File: src/rtl/mul_issue_ctrl.sv
// Issue/retire sequencer for the three-stage multiplier: decodes MUL ops for x0,
// tracks in-flight destinations in a tag FIFO and retires them in order from x2.
// Optional RAW stall against in-flight destinations: define MUL_HAZARD_CHECK_EN.
module mul_issue_ctrl #(
   parameter int DEPTH = 4,
   parameter int RD_W  = 5
) (
   input  logic            clk,
   input  logic            reset_n,
   input  logic            DEC_MUL_VALID_SD,
   input  logic [1:0]      DEC_MUL_OP_SD,
   input  logic [RD_W-1:0] DEC_MUL_RD_SD,
   output logic            DEC_MUL_READY_SD,
   input  logic            FLUSH_SX,
   output logic            X0_PUSH_SX0,
   output logic            SIGNED_RES_SX0,
   output logic            SELECT_MSB_SX0,
   input  logic            X2_DONE_SX2,
   output logic            WB_VALID_SX2,
   output logic [RD_W-1:0] WB_RD_SX2,
   output logic            MUL_BUSY_SX,
   output logic            ERR_UNDERFLOW
`ifdef MUL_HAZARD_CHECK_EN
   ,
   input  logic [RD_W-1:0] HAZ_RS1_SD,
   input  logic [RD_W-1:0] HAZ_RS2_SD,
   output logic            HAZ_STALL_SD
`endif
);

   localparam int PTR_W = $clog2(DEPTH);
   localparam int CNT_W = PTR_W + 1;
   localparam logic [CNT_W-1:0] FULL_CNT = CNT_W'(DEPTH);

   typedef enum logic [1:0] {
      ST_IDLE  = 2'd0,
      ST_RUN   = 2'd1,
      ST_DRAIN = 2'd2
   } state_t;

   state_t           state;
   state_t           state_nxt;
   logic [CNT_W-1:0] count;
   logic [CNT_W-1:0] count_nxt;
   logic [PTR_W-1:0] wr_ptr;
   logic [PTR_W-1:0] rd_ptr;
   logic [RD_W-1:0]  rd_q [DEPTH];
   logic [DEPTH-1:0] kill_q;
   logic             underflow_q;
   logic             accept;
   logic             pop;
   logic             haz_stall;

   function automatic logic op_signed(input logic [1:0] op);
      return op != 2'b11;
   endfunction

   function automatic logic op_high(input logic [1:0] op);
      return op != 2'b00;
   endfunction

   assign SIGNED_RES_SX0 = op_signed(DEC_MUL_OP_SD);
   assign SELECT_MSB_SX0 = op_high(DEC_MUL_OP_SD);
   assign ERR_UNDERFLOW  = underflow_q;

   always_ff @(posedge clk or negedge reset_n) begin
      if (!reset_n) begin
         state <= ST_IDLE;
      end else begin
         state <= state_nxt;
      end
   end

   // READY is computed from the current count only, so a completion on a full cycle
   // frees the slot for the following cycle rather than this one.
   always_comb begin
      DEC_MUL_READY_SD = (state != ST_DRAIN) && (count < FULL_CNT) && !FLUSH_SX && !haz_stall;
      accept           = DEC_MUL_VALID_SD && DEC_MUL_READY_SD;
      pop              = X2_DONE_SX2 && (count != '0);
      count_nxt        = count + CNT_W'(accept) - CNT_W'(pop);
      state_nxt        = state;
      X0_PUSH_SX0      = accept;
      WB_VALID_SX2     = pop && !kill_q[rd_ptr] && !FLUSH_SX;
      WB_RD_SX2        = (count != '0) ? rd_q[rd_ptr] : '0;
      MUL_BUSY_SX      = (count != '0);
      if (FLUSH_SX) begin
         state_nxt = (count_nxt != '0) ? ST_DRAIN : ST_IDLE;
      end else begin
         case (state)
            ST_DRAIN: if (count_nxt == '0) state_nxt = ST_IDLE;
            default:  state_nxt = (count_nxt == '0) ? ST_IDLE : ST_RUN;
         endcase
      end
   end

   // Flush never coincides with an accept (READY is low), so marking every slot
   // killed is equivalent to marking only the occupied ones.
   always_ff @(posedge clk or negedge reset_n) begin
      if (!reset_n) begin
         count       <= '0;
         wr_ptr      <= '0;
         rd_ptr      <= '0;
         kill_q      <= '0;
         underflow_q <= 1'b0;
      end else begin
         count <= count_nxt;
         if (accept) wr_ptr <= wr_ptr + PTR_W'(1);
         if (pop) rd_ptr <= rd_ptr + PTR_W'(1);
         if (FLUSH_SX) kill_q <= '1;
         if (accept) kill_q[wr_ptr] <= 1'b0;
         if (X2_DONE_SX2 && (count == '0)) underflow_q <= 1'b1;
      end
   end

   always_ff @(posedge clk) begin
      if (accept) rd_q[wr_ptr] <= DEC_MUL_RD_SD;
   end

`ifdef MUL_HAZARD_CHECK_EN
   // A slot is occupied when its distance from the head is below the count.
   always_comb begin
      haz_stall = 1'b0;
      for (int i = 0; i < DEPTH; i++) begin
         if (({1'b0, PTR_W'(PTR_W'(i) - rd_ptr)} < count) && !kill_q[i] && (rd_q[i] != '0) &&
             ((rd_q[i] == HAZ_RS1_SD) || (rd_q[i] == HAZ_RS2_SD)))
            haz_stall = 1'b1;
      end
   end
   assign HAZ_STALL_SD = haz_stall;
`else
   assign haz_stall = 1'b0;
`endif

endmodule

File: config.mk
export PLATFORM = sky130hd
export DESIGN_NAME = mul_issue_ctrl
export DESIGN_NICKNAME = d
export VERILOG_FILES = /design/src/rtl/mul_issue_ctrl.sv
export SDC_FILE = /design/constraint.sdc
export NUM_CORES = 1
export LEC_CHECK = 0
export CAP_MARGIN = 20
export CORE_UTILIZATION = 58
export CTS_CLUSTER_DIAMETER = 200
export CTS_CLUSTER_SIZE = 40
export DETAILED_ROUTE_END_ITERATION = 10
export DONT_BUFFER_PORTS = 1
export PLACE_DENSITY = 0.77
export SYNTH_ARGS = -nofsm -noshare
export SYNTH_HDL_FRONTEND = slang
export SYNTH_SLANG_ARGS = --single-unit
File: constraint.sdc
create_clock -name clk -period 3 [get_ports clk]
set_input_delay 0.15 -clock clk [delete_from_list [all_inputs] [get_ports clk]]
set_output_delay 0.15 -clock clk [all_outputs]
set_load 0.05 [all_outputs]
Yosys cells after proc, flatten, opt, wreduce, memory -nomap -nowiden
Memory sizes are Yosys's and may differ from the RTL's.
Cells that the tools add are included.
{ "totals": {"reg_bits": 14, "output_inout_bits": 12, "latchBits": 0, "in_bits": 12, "mem_bits_ro": 0, "wordCells": 50, "mem_count": 1, "ram_bits": 20} }
{ "op_classes": {"n_mux": 14, "n_reduce_logical": 15, "multipliers": 0, "n_lt_le_gt_ge": 4, "n_bitwise": 2, "n_addsub": 4, "n_eq_ne": 4, "div_mod_pow": 0, "shift": 0} }
{ "memory_table": {"columns": ["memory", "words", "width", "read_ports", "rd_clocked_by_memory_dff", "wr", "line_no", "text"], "rows": [
  ["rd_q", 4, 5, 1, 0, 1, "47", "logic [RD_W-1:0] rd_q [DEPTH];"]
]} }
{ "op_table": {"columns": ["cell", "n"], "rows": [
  ["logical AND 1 bit", 8],
  ["2-to-1 mux 2 bit", 4],
  ["2-to-1 mux 4 bit", 2],
  ["logical NOT 3 bit", 2],
  ["< comparator 2 x 3 -> 1 bit (second input constant)", 2],
  ["nonzero test 3 bit", 2],
  ["2-to-1 mux 1 bit", 5],
  ["2-to-1 mux 5 bit", 1],
  ["adder 2 x 1 -> 2 bit (second input constant)", 2],
  ["AND 4 bit", 1],
  ["inequality test 2 bit (second input constant)", 2],
  ["inverter 4 bit", 1],
  ["adder 3 x 1 -> 3 bit", 1],
  ["< comparator 3 bit (second input constant)", 1],
  ["inequality test 3 bit (second input constant)", 1],
  ["subtractor 3 x 1 -> 3 bit", 1],
  ["binary-select mux 1 bit (select 2 bit)", 1],
  ["demux 1 bit (select 2 bit)", 1],
  ["== test 2 bit (second input constant)", 1],
  [">= comparator 2 x 1 -> 1 bit (second input constant)", 1],
  ["logical NOT 1 bit", 2],
  ["nonzero test 2 bit", 1]
]} }

Longest topological paths before layout
{ "logic_depth": {"depth_word": 10, "depth_mapped": 9, "ltp_nobuf": 8} }

Worst setup path before layout
Ideal clock, no wire load.
{ "synth_path": {"path_type": "register -> register", "start": "reg count[0]", "end": "reg state[0]", "arrival_time_ps": 2018, "path_slack_ps": 860, "path_stages_with_launch": 10, "path_cell_list": "dfrtp_1 -> or3_1 -> buf_6 -> nand2_4 -> mux2i_1 -> ha_1 -> fa_1 -> xnor3_1 -> nor3_2 -> nor2_1"} }
{ "synth_lines": {"columns": ["element", "line_no", "text"], "rows": [
  ["from (decl)", "43", "logic [CNT_W-1:0] count;"],
  ["from (signal assigned)", "106", "count <= count_nxt;"],
  ["nonzero test 3 bit *", null, null],
  ["via MUL_BUSY_SX", "21", "output logic MUL_BUSY_SX,"],
  ["logical AND 1 bit *", "79", "pop = X2_DONE_SX2 && (count != '0);"],
  ["subtractor 3 x 1 -> 3 bit *", "80", "count_nxt = count + CNT_W'(accept) - CNT_W'(pop);"],
  ["via count_nxt[2]", "44", "logic [CNT_W-1:0] count_nxt;"],
  ["logical NOT 3 bit *", "90, 91", null],
  ["2-to-1 mux 1 bit", "91", "default: state_nxt = (count_nxt == '0) ? ST_IDLE : ST_RUN;"],
  ["2-to-1 mux 2 bit", "89", "case (state)"],
  ["2-to-1 mux 2 bit", "86", "if (FLUSH_SX) begin"],
  ["to (signal assigned)", "70", "state <= state_nxt;"],
  ["to (decl)", "41", "state_t state;"]
]} }
Mark *: on every way through the listed nets, which the timed path passes. The rest lies on a longest branch.
A chain may end at the register's enable or synchronous reset.

Worst setup path in the final report
{ "layout_path": {"start": "reg count[2]", "end": "reg state[0]"} }
{ "layout_via": {"elab_chain_cells": 10} }
{ "layout_lines": {"columns": ["element", "line_no", "text"], "rows": [
  ["< comparator 3 bit", "77", "DEC_MUL_READY_SD = (state != ST_DRAIN) && (count < FULL_CNT) && !FLUSH_SX && !haz_stall;"],
  ["logical AND 1 bit (2 in a row)", "77", null],
  ["logical AND 1 bit", "78", "accept = DEC_MUL_VALID_SD && DEC_MUL_READY_SD;"],
  ["adder 3 x 1 -> 3 bit", "80", null],
  ["subtractor 3 x 1 -> 3 bit *", "80", null],
  ["via count_nxt[2]", "44", null],
  ["logical NOT 3 bit *", "90, 91", null],
  ["2-to-1 mux 1 bit", "91", null],
  ["2-to-1 mux 2 bit", "89", null],
  ["2-to-1 mux 2 bit", "86", null]
]} }
Marks and branches as above.

==> metrics.txt <==
via count 794; status complete, but fails checks; first drt pass iteration count 7; Clock Sinks 34; Clock Tree Buf Depth 2; Routed Antenna Nets 0; routed vias/inst 5.712; Tot Pwr about 1.5 mW; Die Height 53.09 µm; Crit path max-delay family simple AND/OR/NAND/NOR gates; Worst path max stage delay 0.46 ns; DR DRC count 1; Leak 0.6202 nW; final setup vio count 0; grt ovf 0; post_cts resized 0; # Post-CTS Setup Buffers 0; CP arrival 2.53 ns; # fillers 173; DR iter-0 viols 26; normalized max-slew margin approximately 41%; clock insertion delay at the later pin of the skew report about 0.32 ns; post-route insts no fill ~140; met1 wire length around 940 µm; IO Port Bufs 0; worst slew pin tran 0.8750 ns; Final Cycle Share 77.01%; met3 wire length ~130 µm; Mapped Area 1514 µm²; Die Wd 53.09 µm; worst vdd ir 0.0005576 V; pin count of the biggest net entering global routing 15; Startpoint Class flip-flop; kind of critical path flip-flop to flip-flop; post-synthesis register bit count 34; std cell rows 18; Worst Skew 0.004488 ns; first-pass GRT wire length 3422 µm; Yosys cell types 24; Syn Area/Cell 15.94 µm²; initial antenna violation count 0; synthesis-to-layout area growth 9.587%; CP max FO 9; hold crit path type input port to flip-flop; Final Wtd Congestion 0.7134; crit path buf inv count 1; worst path required time approximately 3.2 ns; clock root buffer clkbuf_4; Top Layer Used met4; Post-Syn Instances 95; unrepaired setup endpoints after global routing false; Critical Path Slowest Stage Cell dfrtp_1; critical path cell sequence or3_1 -> buf_4 -> nand2_4 -> mux2i_1 -> ha_1 -> fa_1 -> xnor3_1 -> nor3_2 -> nor2_1; share of layout cells above drive strength 1 19.27%; Max Cap Viol 0; Met2 Wirelength 1151 µm; Fin. Hold Viols 0; max-slew violations 0; FMAX 432.9 MHz; DIE AREA 2819 µm²; DR WL/cell 16.37 µm; detailed-placement wirelength estimate 1559 µm; area of all sequential standard cells 950.9 µm²; CP endpoint kind flip-flop; Starting Density 61.11%; total track usage 19.21%; total I/O pin count 24; CTS Buf Count 5; pwr/cell area 926.8 nW/µm²; multi-input gate area in the final layout 496.7 µm²; failing checks DRC; Synth Warn # 0; Seq/Total Area, Yosys 62.81%; Synth Net Count 113; CTS tree yes; Reg clk slew, reported paths approximately 0.090 ns; Ant. Diodes 0; Cells after DPL 123; worst hold slack 0.009905 ns; core area 2477 µm²; Setup TNS 0 ns; H-tree depth 2; Final #Nets 126; min Tclk post-route between 2 and 2.5 ns; vias in the first global route 781; routed wire length 2276 µm
## metal layers
metal	global-route usage, %	vias up
met5	0	-
met4	10.53	0
met3	6.609	7
met2	31.86	28
met1	21.53	394
li1	-	365
## timing repair
action                                  4_1_cts  5_1_grt
endpoints found under the setup margin        0        0
endpoints found under the hold margin        42        0
hold buffers                                  8        0
## cell usage after synthesis
cell type  number  area (µm²)
a2111oi_4       1       27.53
a21o_1          1       7.510
a21oi_1         5       25.02
and2_1          9       56.30
buf_2           2       10.01
buf_6           3       33.78
dfrtp_1        14       350.3
edfxtp_1       20       600.6
fa_1            1       20.02
ha_1            5       62.56
inv_1           6       22.52
mux2_2          1       11.26
mux2i_1         1       10.01
mux4_2          6       135.1
nand2_1         1       3.750
nand2_4         1       11.26
nand3_1         1       5.000
nor2_1          7       26.28
nor3_2          2       20.02
o21bai_1        1       7.510
or2_2           2       12.51
or3_1           1       6.260
xnor2_1         3       26.28
xnor3_1         1       22.52
## cells in the final DEF, fill, tap and decap left out
cell            n
a2111oi_4       1
a21o_1          1
a21oi_1         5
and2_1          9
buf_4           3
clkbuf_4        5
clkinv_1        3
dfrtp_1        14
dlygate4sd3_1   8
edfxtp_1       20
fa_1            1
ha_1            5
inv_1           6
mux2_2          1
mux2i_1         1
mux4_2          6
nand2_1         1
nand2_4         1
nand3_1         1
nor2_1          7
nor3_2          2
o21bai_1        1
or2_2           2
or3_1           1
xnor2_1         3
xnor3_1         1
## through the flow
step / setup WS (ns) / area [µm²] / util (%)
2_1_floorplan: 0.8603 / 1514 / -
3_3_place_gp: 0.7571 / 1530 / 61.77
3_5_place_dp: 0.7039 / 1530 / 61.77
4_1_cts: 0.6826 / 1659 / 66.97
5_1_grt: 0.5769 / 1659 / 66.97
6_report: 0.6897 / 1659 / 66.97
## final timing paths
kind	from	to	slack, ns	cells past startpoint
worst max-delay path	count[2]	state[0]	0.69	9
min in group asynchronous	reset_n	ERR_UNDERFLOW	0.28	1
worst max register to register	count[2]	state[0]	0.69	9
worst min-delay path	X2_DONE_SX2	rd_ptr[1]	0.01	2
max in group asynchronous	reset_n	wr_ptr[0]	2.30	1
worst min register to register	kill_q[1]	kill_q[1]	0.54	2
## flip-flops by register name (all words and copies together) (netlist names)
register	cells
ERR_UNDERFLOW	1
count	3
kill_q	4
rd_ptr	2
rd_q	20
state	2
wr_ptr	2
## power by group
group / internal (mW) / switching [mW] / leakage, nW / total [mW]
Sequential: 0.583 / 0.112 / 0.331 / 0.695
Combinational: 0.239 / 0.385 / 0.262 / 0.624
Clock: 0.0833 / 0.135 / 0.0277 / 0.218
Total: 0.905 / 0.632 / 0.620 / 1.54
## logic make-up after synthesis
logic type	synth area share, %
flip-flops	62.81
AND/OR/NAND/NOR	9.338
buffers and inverters	4.380
AO/OA/AOI/OAI	4.463
multiplexers	10.33
adder cells (fa/ha/maj)	5.455
XOR/XNOR	3.223
## layout make-up
class                   count  area share (%)
clock inverters             3          0.6787
well taps                  30           2.262
flip-flops and latches     34           57.32
multi-input cells          50           29.94
clock buffers               5           2.262
repair buffers             11           6.184
inverters                   6           1.357
## worst reg2reg max path, delay by kind of cell (launching register included)
kind	cells	cell delay [ns]
adder cells (fa/ha/maj)	2	0.57
multiplexers	1	0.07
buffers and inverters	1	0.22
XOR/XNOR	1	0.21
flip-flops	1	0.46
AND/OR/NAND/NOR	4	0.66
No activity file was read; power rests on OpenSTA's default activity.
